===== config.mk =====
export PLATFORM = sky130hd
export DESIGN_NAME = pipelined_decode_ctrl
export DESIGN_NICKNAME = d
export VERILOG_FILES = /design/src/rtl/pipelined_decode_ctrl.sv
export SDC_FILE = /design/constraint.sdc
export NUM_CORES = 1
export LEC_CHECK = 0
export CAP_MARGIN = 20
export CORE_UTILIZATION = 46
export CTS_BUF_LIST = sky130_fd_sc_hd__clkbuf_4 sky130_fd_sc_hd__clkbuf_8 sky130_fd_sc_hd__clkbuf_16
export DETAILED_ROUTE_END_ITERATION = 6
export PLACE_DENSITY = 0.83
export SLEW_MARGIN = 20
export SYNTH_ARGS = -nofsm -noshare
export SYNTH_HDL_FRONTEND = slang
export SYNTH_SLANG_ARGS = --single-unit

===== constraint.sdc =====
create_clock -name clock -period 3 [get_ports clock]
set_clock_uncertainty 0.1 [all_clocks]
set_input_delay 0.45 -clock clock [delete_from_list [all_inputs] [get_ports clock]]
set_output_delay 0.45 -clock clock [all_outputs]
set_load 0.005 [all_outputs]

===== src/rtl/pipelined_decode_ctrl.sv =====
// pipelined_decode_ctrl
//   Registered decode/issue controller at the D->X boundary of the pipelined CPU.
//   It decodes the opcode/ALU-op pair into X-stage control. It also sequences the
//   multicycle mult/div unit through a two-state FSM (StIdle, StMdWait).
//   While in StMdWait the FSM stalls F/D, watches for completion, exceptions and
//   timeout, and reports exceptions and timeouts through rstatus (r30).
//
// Ports
//   clock, reset_n              rising-edge clock, asynchronous active-low reset
//   in_valid, opcode, alu_op    D-stage instruction
//   flush                       taken jump/branch in X: kill D and any pending mul/div
//   md_ready, md_exception      mult/div unit handshake (exception qualified by ready)
//   out_valid, ctrl_*           registered X-stage control
//   md_start, md_abort          1-cycle pulses to the mult/div unit
//   stall                       combinational, high for every StMdWait cycle
//   status_we, status_val       rstatus write (code zero-extended to STATUS_W)
module pipelined_decode_ctrl #(
  parameter int unsigned OPCODE_W   = 5,
  parameter int unsigned ALUOP_W    = 5,
  parameter int unsigned STATUS_W   = 32,
  parameter int unsigned MD_TIMEOUT = 40,
  parameter int unsigned ST_MUL     = 4,
  parameter int unsigned ST_DIV     = 5,
  parameter int unsigned ST_TMO     = 6
) (
  input  logic                clock,
  input  logic                reset_n,
  input  logic                in_valid,
  input  logic [OPCODE_W-1:0] opcode,
  input  logic [ALUOP_W-1:0]  alu_op,
  input  logic                flush,
  input  logic                md_ready,
  input  logic                md_exception,
  output logic                out_valid,
  output logic [ALUOP_W-1:0]  ctrl_alu_op,
  output logic                ctrl_reg_we,
  output logic                ctrl_alu_imm,
  output logic                ctrl_ram_we,
  output logic                ctrl_rd_from_ram,
  output logic [2:0]          ctrl_flow,
  output logic                md_start,
  output logic                md_abort,
  output logic                stall,
  output logic                status_we,
  output logic [STATUS_W-1:0] status_val
);

  localparam int unsigned CNT_W = $clog2(MD_TIMEOUT);

  localparam logic [OPCODE_W-1:0] OP_RTYPE = OPCODE_W'(0);
  localparam logic [OPCODE_W-1:0] OP_J     = OPCODE_W'(1);
  localparam logic [OPCODE_W-1:0] OP_BNE   = OPCODE_W'(2);
  localparam logic [OPCODE_W-1:0] OP_JAL   = OPCODE_W'(3);
  localparam logic [OPCODE_W-1:0] OP_JR    = OPCODE_W'(4);
  localparam logic [OPCODE_W-1:0] OP_ADDI  = OPCODE_W'(5);
  localparam logic [OPCODE_W-1:0] OP_BLT   = OPCODE_W'(6);
  localparam logic [OPCODE_W-1:0] OP_SW    = OPCODE_W'(7);
  localparam logic [OPCODE_W-1:0] OP_LW    = OPCODE_W'(8);
  localparam logic [OPCODE_W-1:0] OP_SETX  = OPCODE_W'(21);
  localparam logic [OPCODE_W-1:0] OP_BEX   = OPCODE_W'(22);

  localparam logic [ALUOP_W-1:0] ALU_MUL = ALUOP_W'(6);
  localparam logic [ALUOP_W-1:0] ALU_DIV = ALUOP_W'(7);

  localparam logic [2:0] FLOW_NONE = 3'd0;
  localparam logic [2:0] FLOW_J    = 3'd1;
  localparam logic [2:0] FLOW_JAL  = 3'd2;
  localparam logic [2:0] FLOW_JR   = 3'd3;
  localparam logic [2:0] FLOW_BNE  = 3'd4;
  localparam logic [2:0] FLOW_BLT  = 3'd5;
  localparam logic [2:0] FLOW_BEX  = 3'd6;

  localparam logic [CNT_W-1:0] CNT_LAST = CNT_W'(MD_TIMEOUT - 1);
  localparam logic [CNT_W-1:0] CNT_SAT  = {CNT_W{1'b1}};

  typedef enum logic [0:0] {StIdle, StMdWait} state_e;

  state_e state_q, state_d;

  logic [CNT_W-1:0]   counter_q, counter_d;
  logic [ALUOP_W-1:0] md_op_q, md_op_d;

  // Next values of the registered outputs
  logic                out_valid_d;
  logic [ALUOP_W-1:0]  ctrl_alu_op_d;
  logic                ctrl_reg_we_d;
  logic                ctrl_alu_imm_d;
  logic                ctrl_ram_we_d;
  logic                ctrl_rd_from_ram_d;
  logic [2:0]          ctrl_flow_d;
  logic                md_start_d;
  logic                md_abort_d;
  logic                status_we_d;
  logic [STATUS_W-1:0] status_val_d;

  // Single-cycle decode of the incoming instruction
  logic                is_md;
  logic                accept;
  logic                md_timeout;
  logic [ALUOP_W-1:0]  dec_alu_op;
  logic                dec_reg_we;
  logic                dec_alu_imm;
  logic                dec_ram_we;
  logic                dec_rd_from_ram;
  logic [2:0]          dec_flow;

  assign is_md      = (opcode == OP_RTYPE) && ((alu_op == ALU_MUL) || (alu_op == ALU_DIV));
  assign accept     = in_valid && !flush;
  assign md_timeout = (counter_q == CNT_LAST);

  always_comb begin
    dec_alu_op      = (opcode == OP_RTYPE) ? alu_op : '0;
    dec_reg_we      = 1'b0;
    dec_alu_imm     = 1'b0;
    dec_ram_we      = 1'b0;
    dec_rd_from_ram = 1'b0;
    dec_flow        = FLOW_NONE;
    case (opcode)
      OP_RTYPE: dec_reg_we = 1'b1;
      OP_J:     dec_flow   = FLOW_J;
      OP_BNE:   dec_flow   = FLOW_BNE;
      OP_JAL: begin
        dec_flow   = FLOW_JAL;
        dec_reg_we = 1'b1;  // link into r31
      end
      OP_JR:    dec_flow   = FLOW_JR;
      OP_ADDI: begin
        dec_reg_we  = 1'b1;
        dec_alu_imm = 1'b1;
      end
      OP_BLT:   dec_flow   = FLOW_BLT;
      OP_SW: begin
        dec_alu_imm = 1'b1;
        dec_ram_we  = 1'b1;
      end
      OP_LW: begin
        dec_reg_we      = 1'b1;
        dec_alu_imm     = 1'b1;
        dec_rd_from_ram = 1'b1;
      end
      OP_SETX:  dec_reg_we = 1'b1;  // writes r30
      OP_BEX:   dec_flow   = FLOW_BEX;
      default: ;  // unknown opcodes issue as NOP
    endcase
  end

  // FSM: state register
  always_ff @(posedge clock or negedge reset_n) begin
    if (!reset_n) begin
      state_q <= StIdle;
    end else begin
      state_q <= state_d;
    end
  end

  // FSM: next-state logic
  always_comb begin
    state_d = state_q;
    unique case (state_q)
      StIdle: begin
        if (accept && is_md) begin
          state_d = StMdWait;
        end
      end
      StMdWait: begin
        if (flush || md_ready || md_timeout) begin
          state_d = StIdle;
        end
      end
      default: state_d = StIdle;
    endcase
  end

  // FSM: output logic (next values of the registered outputs)
  always_comb begin
    out_valid_d        = 1'b0;
    ctrl_alu_op_d      = '0;
    ctrl_reg_we_d      = 1'b0;
    ctrl_alu_imm_d     = 1'b0;
    ctrl_ram_we_d      = 1'b0;
    ctrl_rd_from_ram_d = 1'b0;
    ctrl_flow_d        = FLOW_NONE;
    md_start_d         = 1'b0;
    md_abort_d         = 1'b0;
    status_we_d        = 1'b0;
    status_val_d       = '0;
    md_op_d            = md_op_q;
    counter_d          = counter_q;
    unique case (state_q)
      StIdle: begin
        if (accept) begin
          if (is_md) begin
            md_start_d = 1'b1;
            md_op_d    = alu_op;
            counter_d  = '0;
          end else begin
            out_valid_d        = 1'b1;
            ctrl_alu_op_d      = dec_alu_op;
            ctrl_reg_we_d      = dec_reg_we;
            ctrl_alu_imm_d     = dec_alu_imm;
            ctrl_ram_we_d      = dec_ram_we;
            ctrl_rd_from_ram_d = dec_rd_from_ram;
            ctrl_flow_d        = dec_flow;
          end
        end
      end
      StMdWait: begin
        if (counter_q != CNT_SAT) begin
          counter_d = counter_q + 1'b1;
        end
        // flush beats completion, completion beats timeout
        if (flush) begin
          md_abort_d = 1'b1;
        end else if (md_ready) begin
          out_valid_d = 1'b1;
          if (md_exception) begin
            status_we_d  = 1'b1;
            status_val_d = (md_op_q == ALU_MUL) ? STATUS_W'(ST_MUL) : STATUS_W'(ST_DIV);
          end else begin
            ctrl_reg_we_d = 1'b1;
            ctrl_alu_op_d = md_op_q;
          end
        end else if (md_timeout) begin
          md_abort_d   = 1'b1;
          out_valid_d  = 1'b1;
          status_we_d  = 1'b1;
          status_val_d = STATUS_W'(ST_TMO);
        end
      end
      default: ;
    endcase
  end

  always_ff @(posedge clock or negedge reset_n) begin
    if (!reset_n) begin
      counter_q        <= '0;
      md_op_q          <= '0;
      out_valid        <= 1'b0;
      ctrl_alu_op      <= '0;
      ctrl_reg_we      <= 1'b0;
      ctrl_alu_imm     <= 1'b0;
      ctrl_ram_we      <= 1'b0;
      ctrl_rd_from_ram <= 1'b0;
      ctrl_flow        <= FLOW_NONE;
      md_start         <= 1'b0;
      md_abort         <= 1'b0;
      status_we        <= 1'b0;
      status_val       <= '0;
    end else begin
      counter_q        <= counter_d;
      md_op_q          <= md_op_d;
      out_valid        <= out_valid_d;
      ctrl_alu_op      <= ctrl_alu_op_d;
      ctrl_reg_we      <= ctrl_reg_we_d;
      ctrl_alu_imm     <= ctrl_alu_imm_d;
      ctrl_ram_we      <= ctrl_ram_we_d;
      ctrl_rd_from_ram <= ctrl_rd_from_ram_d;
      ctrl_flow        <= ctrl_flow_d;
      md_start         <= md_start_d;
      md_abort         <= md_abort_d;
      status_we        <= status_we_d;
      status_val       <= status_val_d;
    end
  end

  assign stall = (state_q == StMdWait);

endmodule


# Yosys cells after proc, flatten, opt, wreduce, memory -nomap -nowiden
# Index checks and enable logic that the tools add are counted.
[totals]
mem_bits_rw = 0
elab_cells = 105
latch_bits = 0
ff_bits = 60
memories = 0
mem_bits_ro = 0
[classes]
mux = 59
n_eq_ne = 18
add_sub_neg = 1
multipliers = 0
reduce_logical = 12
shifts = 0
bitwise_logic = 1
n_lt_le_gt_ge = 0
div = 0
[ops]
columns = ["operator", "count"]
rows = [
  ["$mux W32", 3],
  ["$mux W1", 36],
  ["$eq A5 B3 Y1 const B", 7],
  ["$mux W5", 6],
  ["$mux W6", 3],
  ["$pmux W3 S6", 1],
  ["$mux W3", 5],
  ["$pmux W6 S2", 1],
  ["$eq A5 B2 Y1 const B", 2],
  ["$eq A5 B5 Y1 const B", 2],
  ["$pmux W5 S2", 1],
  ["$add A6 B1 Y6 const B", 1],
  ["$eq A6 B6 Y1 const B", 1],
  ["$ne A6 B6 Y1 const B", 1],
  ["$pmux W1 S2", 3],
  ["$reduce_and A3 Y1", 2],
  ["$eq A5 B1 Y1 const B", 1],
  ["$eq A5 B4 Y1 const B", 1],
  ["$logic_not A5 Y1", 1],
  ["$reduce_or A5 Y1", 1],
  ["$ne A2 B2 Y1 const B", 2],
  ["$logic_and A1 B1 Y1", 3],
  ["$logic_or A1 B1 Y1", 3],
  ["$reduce_or A3 Y1", 1],
  ["3 further kinds", 3],
]

# Longest topological paths before layout
# Gate-level depths: netlist of run 1.
[logic_depth]
depth_word = 6
depth_mapped = 5
ltp_nobuf = 5

# Least setup slack after synthesis of run 1
# Ideal clock, no wire load.
[synth_timing]
kind = "in2reg"
start = "input port opcode[2]"
end = "register counter_q[2]"
stages = 5
setup_slack_ns = 1.283
t_arrival_ns = 1.496
setup_ns = 0.121
required_ns = 2.779
path_cell_list = "buf_2 > nor4_4 > nand3_4 > and2_4 > a22o_1"
[synth_via]
elab_chain_len = 4
[synth_lines]
columns = ["item", "line_no", "text"]
rows = [
  ["start: declaration", "29", "input logic [OPCODE_W-1:0] opcode,"],
  ["$logic_not A5 Y1", "107", "assign is_md = (opcode == OP_RTYPE) && ((alu_op == ALU_MUL) || (alu_op == ALU_DIV));"],
  ["$logic_and A1 B1 Y1", "107", ""],
  ["$ne A2 B2 Y1 (no source line)", "-", ""],
  ["$reduce_and A3 Y1 (no source line)", "-", ""],
  ["end signal: assignment", "250", "counter_q <= counter_d;"],
  ["end: declaration", "80", "logic [CNT_W-1:0] counter_q, counter_d;"],
]
# Every way passes these cells.
# A chain may end at the register's enable or synchronous reset.

# Final worst setup path of run 1
[layout_timing]
start = "register state_q, in the netlist stall"
end = "output port stall"
[layout_rtl]
columns = ["item", "line_no", "text"]
rows = [
  ["start: declaration", "78", "state_e state_q, state_d;"],
  ["start signal: assignment", "150", "state_q <= StIdle;"],
  ["start signal: assignment", "152", "state_q <= state_d;"],
  ["end: declaration", "43", "output logic stall,"],
]
# No word-level cell between the ends.

==> impl_metrics.toml, run 1 <==
[run_status]
status = "finished, final reports clean"

[setup_path]
cpLargestDelayFamily = "flip-flops"
worstSetupEndpointType = "output port"
cp_data_required_time_ps = 2450
r2r_start = "stall$_DFF_PN0_"
worstPathMaxFanout = 11
slowest_delay_ps = 610
cpMaxStageDelayCell = "dfrtp_1"
cp.buffers_inverters = 1
cp-start-kind = "flop"
arrival_ps = 1520
r2r_slack_ps = 1120
worst_r2r_path_depth = 3
criticalPathCategory = "reg -> out"
cp_cell_sequence = "clkdlybuf4s50_1"
r2r_end = "ctrl_alu_op[3]$_DFF_PN0_"

[synthesis]
yosys-top-cells-area = "dfrtp_1, buf_4, a22o_1"
netlist.area_leader.share_pct = 48.4
synthArstFlopShare_pct = 100
synth_edf_count = 0
yosys_most_used_dff = "dfrtp_1"
syn_inst = 142
ys_ff_latch = 30
synth_area_um2 = 1550
syn_area_per_cell_um2 = 10.9
synth_top_cell_by_area = "dfrtp_1"
ys_types = 37
ys_warn_count = 0
ys_seq_area_share_pct = 48.4

[detailed_routing]
drt.antenna.violating_nets = 0
dr.pass1.iters = 6
drc_errors = 0
post_drt_wl_per_cell_um = 12.6
vias = 1089
routed_via_density = 4.86
drt-total-wl_um = 2830
drt-initial-drc-count = 42

[place]
gp_congestion = 0.730
port_buffers = 35
place_area_um2 = 1820
dpl.hpwl_um = 2010

[floorplan]
die_h_um = 60.1
core-area_um2 = 3130
ioPinCount = 65
fp-row-count = 20
die_width_um = 60.1
initial_core_util_pct = 49.6
dieArea_um2 = 3610

[sta]
tns_ps = 0
final.period_utilization_pct = 69.1
whs_ps = 393
finalSetupViolations = 0
fin_crit_ps = 2070
relSlewSlack_pct = 54.8
worst_slew_pin_slew_ps = 676
drv_slew = 0
hold_viol_final = 0
fmax_mhz = 482
grt_setup_unrepaired = "false"

[clock_network]
clkTransAtPathRegs_ps = 100
cts_hold_buf = 0
h-tree-depth = 2
cts-buffers-inserted = 5
clock_sinks = 30
cts_resized = 0
clockBufferDepth = 2
clkLatencyLatePin_ps = 330
cts_root_buf = "clkbuf_4"
cts_tree = "done"
cts_setup_buffers = 0

[power]
ir_drop_v = 0.000257
powerDensity_nw_per_um2 = 471
power.leakage_nw = 0.894

[worst_hold_path]
hold_path.class = "in -> async"

[global_route]
grt_pass1_vias = 1030
antenna_found_initial = 0
grt_max_degree = 31
grt_overflow_total = 0
grt_pass1_wl_um = 4660
track_usage_pct = 18.5

[cells_and_area]
final_cell_mix = "clkdlybuf4s50_1, dfrtp_1, conb_1"
syn_to_final_growth_pct = 24.4
final_nets = 196
fin_area_um2 = 1930
final_common_cell = "clkdlybuf4s50_1"
antenna_cells = 0
drive_above_1_share_pct = 8.89

[run]
maxCapViolCount = 0
==> per-layer routing <==
layer	up-vias	track usage [%]	part of all wire, %
li1	505	-	-
met1	517	21.9	42
met2	60	28.1	47
met3	7	6.06	7.6
met4	0	13.0	2.6
met5	-	0	0
==> cell families (layout without fill, tap and decap cells) <==
group / count (synthesis) / after routing / share of synthesized area [%]
other: 1 / 29 / 0.242
buffers and inverters: 36 / 46 / 16.6
xor gates and xnor gates: 5 / 5 / 2.82
muxes: 2 / 2 / 1.45
DFF: 30 / 30 / 48.4
and+or+nand+nor: 45 / 45 / 19.3
adders and majority gates: 1 / 1 / 0.806
AOI/OAI and AO/OA: 22 / 22 / 10.4
==> cells in the mapped netlist, types with 2 or more instances <==
master	number
a21oi_1	4
a22o_1	8
a32o_1	2
and2_1	2
buf_2	2
buf_4	30
dfrtp_1	30
inv_1	2
mux2_2	2
nand2_1	7
nand2b_1	2
nand3_1	5
nor2_1	7
nor2b_1	2
nor3_1	5
nor3b_1	3
nor4b_1	2
o21ai_0	4
or2b_1	2
xnor2_1	3
xor2_1	2
==> worst reg2reg max path: stages, from the launching register on <==
cell and delay, ps:
dfrtp_1 610, nand2_1 220, nor3b_1 610, a22o_1 280
==> layout make-up <==
class	count	area (µm²)
clock inverter	2	60.1
clock buffer	6	51.3
tap	44	55.1
inverter	2	7.51
fill	245	1200
timing repair buffer	36	358
sequential	30	751
multi-input combinational	104	648
==> flip-flops by register name (all words and copies together) (netlist names) <==
signal	cells
stall	1
ctrl_reg_we	1
counter_q	6
ctrl_rd_from_ram	1
ctrl_ram_we	1
ctrl_alu_op	5
md_abort	1
status_val	3
ctrl_alu_imm	1
ctrl_flow	3
md_op_q	5
out_valid	1
md_start	1
==> power by group <==
part	switching, mW	total, mW	internal (mW)
combinational	0.0411	0.0747	0.0336
clock	0.141	0.423	0.282
sequential	0.00248	0.411	0.408
total	0.184	0.908	0.724
==> through the flow <==
step	std cells	power, mW	util, %	worst slack, ps
finish	224	0.908	61.7	927
global route	224	0.944	61.7	870
CTS	224	0.917	61.7	923
floorplan	170	0.480	-	1280
detailed placement	216	0.493	58.2	647
global placement	216	0.490	58.2	712
==> worst max path at each step <==
stage,slack [ps],endpoint,cells after the start,startpoint
floorplan,1280,counter_q[2]$_DFFE_PN0P_,5,opcode[2]
global placement,710,counter_q[2]$_DFFE_PN0P_,5,opcode[1]
finish,930,stall,1,stall$_DFF_PN0_
detailed placement,650,counter_q[4]$_DFFE_PN0P_,5,opcode[1]
CTS,920,stall,1,stall$_DFF_PN0_
global route,870,counter_q[2]$_DFFE_PN0P_,5,opcode[0]
No activity file was read; power rests on OpenSTA's default activity.
==> run 2: changes to the inputs <==
--- a/config.mk
+++ b/config.mk
@@ -6,10 +6,10 @@
 export NUM_CORES = 1
 export LEC_CHECK = 0
 export CAP_MARGIN = 20
-export CORE_UTILIZATION = 46
+export CORE_UTILIZATION = 38
 export CTS_BUF_LIST = sky130_fd_sc_hd__clkbuf_4 sky130_fd_sc_hd__clkbuf_8 sky130_fd_sc_hd__clkbuf_16
 export DETAILED_ROUTE_END_ITERATION = 6
-export PLACE_DENSITY = 0.83
+export PLACE_DENSITY = 0.73
 export SLEW_MARGIN = 20
 export SYNTH_ARGS = -nofsm -noshare
 export SYNTH_HDL_FRONTEND = slang
==> constraint.sdc (replaced) <==
create_clock -name clock -period 1.8 [get_ports clock]
set_clock_uncertainty 0.1 [all_clocks]
set_input_delay 0.27 -clock clock [delete_from_list [all_inputs] [get_ports clock]]
set_output_delay 0.27 -clock clock [all_outputs]
set_load 0.005 [all_outputs]
==> run 2 against run 1 <==
  * Critical path depth increased by 1
  * Global-route usage is 3.7 points lower
  * Cell area up 4.3%
  * Critical path type unchanged
  * Largest power group is now sequential cells
==> impl_metrics.toml, run 2 (synthesis gave the netlist of run 1 again) <==
[setup_path]
criticalPathCategory = "reg -> out"
arrival_ps = 1370
worstSetupEndpointType = "output port"
worstPathMaxFanout = 10
cp_data_required_time_ps = 1430
cp-start-kind = "flop"

[sta]
finalSetupViolations = 0
fin_crit_ps = 1740
final.period_utilization_pct = 96.7
drv_slew = 0
grt_setup_unrepaired = "false"
fmax_mhz = 575
hold_viol_final = 0

[global_route]
antenna_found_initial = 0
grt_pass1_vias = 1043
track_usage_pct = 14.8
grt_pass1_wl_um = 4690
grt_max_degree = 31
grt_overflow_total = 0

[run_status]
status = "finished, final reports clean"

[power]
power_mw = 1.38
ir_drop_v = 0.000373
power.leakage_nw = 0.950
clockPowerShare_pct = 40.7
seq_power_share_pct = 49.6
p_int_mw = 1.07
switching_share_pct = 22.7
power.switching_uw = 313
powerDensity_nw_per_um2 = 686
pwr-share-comb_pct = 9.7

[clock_network]
cts-buffers-inserted = 5
cts_tree = "done"
clockBufferDepth = 2
clock_sinks = 30
cts_setup_buffers = 0
clkLatencyLatePin_ps = 280
cts_root_buf = "clkbuf_8"
h-tree-depth = 2
clkTransAtPathRegs_ps = 60
cts_hold_buf = 0
cts_resized = 0

[detailed_routing]
drt.antenna.violating_nets = 0
drc_errors = 0
post_drt_wl_per_cell_um = 12.1
drt-total-wl_um = 2900
vias = 1119
drt-initial-drc-count = 50
routed_via_density = 4.66
dr.pass1.iters = 4

[floorplan]
initial_core_util_pct = 40.8
fp-row-count = 22
dieArea_um2 = 4340
ioPinCount = 65
die_width_um = 65.9
core-area_um2 = 3800
die_h_um = 65.9

[place]
port_buffers = 35
dpl.hpwl_um = 2190
place_area_um2 = 1910
gp_congestion = 0.833

[cells_and_area]
final_cell_mix = "clkdlybuf4s50_1, dfrtp_1, conb_1"
largest_reg_flops = 6
final_nets = 208
antenna_cells = 0
final_common_cell = "clkdlybuf4s50_1"
final_core_util_pct = 53.0
drive_above_1_share_pct = 15.1
top_regs = "counter_q: 6 flops, ctrl_alu_op: 5 flops, md_op_q: 5 flops"
top_register = "counter_q"
syn_to_final_growth_pct = 29.8
fin_area_um2 = 2010

[worst_hold_path]
hold_path.class = "in -> async"

[run]
maxCapViolCount = 0
[run 2: per-stage QoR]
| stage | setup WS, ps | TNS [ps] | instances | hold WS (ps) |
|---|---|---|---|---|
| 2_1_floorplan | 151 | 0 | 170 | -126 |
| 3_3_place_gp | -141 | -941 | 232 | 382 |
| 3_5_place_dp | -138 | -1240 | 232 | 382 |
| 4_1_cts | 50.1 | 0 | 240 | 291 |
| 5_1_grt | 2.81 | 0 | 240 | 307 |
| 6_report | 60.3 | 0 | 240 | 268 |
[run 2: path summary, 6_finish.rpt]
path	start	to	slack, ps	cells after the start
worst min register to register	md_op_q[2]$_DFFE_PN0P_	md_op_q[2]$_DFFE_PN0P_	410	1
worst max-delay path	stall$_DFF_PN0_	stall	60	2
worst min-delay path	reset_n	ctrl_reg_we$_DFF_PN0_	270	2
min in group clock	md_op_q[2]$_DFFE_PN0P_	md_op_q[2]$_DFFE_PN0P_	410	1
max in group asynchronous	reset_n	md_abort$_DFF_PN0_	1060	2
worst max register to register	counter_q[0]$_DFFE_PN0P_	counter_q[3]$_DFFE_PN0P_	160	5
[run 2: routing by layer]
| metal | wire (µm) | up-vias | track usage [%] | share of wire [%] |
|---|---|---|---|---|
| li1 | - | 529 | - | - |
| met1 | 1230 | 532 | 17.2 | 43 |
| met2 | 1420 | 54 | 23.7 | 49 |
| met3 | 194 | 4 | 5.34 | 6.7 |
| met4 | 45 | 0 | 7.34 | 1.6 |
| met5 | 0 | - | 0 | 0 |
[run 2: cell type report]
cell class | instances | area, µm²
Sequential cell | 30 | 751
Clock inverter | 1 | 5.00
Inverter | 2 | 7.51
Multi-Input combinational cell | 104 | 653
Tap cell | 48 | 60.1
Fill cell | 346 | 1780
Clock buffer | 7 | 90.1
Timing Repair Buffer | 48 | 448
[run 2: power groups by stage]
stage                     Sequential (mW)  Combinational [mW]  Clock [mW]
after global routing                0.686               0.149       0.615
after global placement              0.698               0.131           0
after CTS                           0.686               0.135       0.570
after floorplan                     0.698               0.102           0
after detailed placement            0.698               0.134           0
final                               0.686               0.134       0.562
[run 2: worst max-delay path: stages (launching register included)]
cell,delay [ps]
dfrtp_1,390
buf_4,190
clkdlybuf4s50_1,510
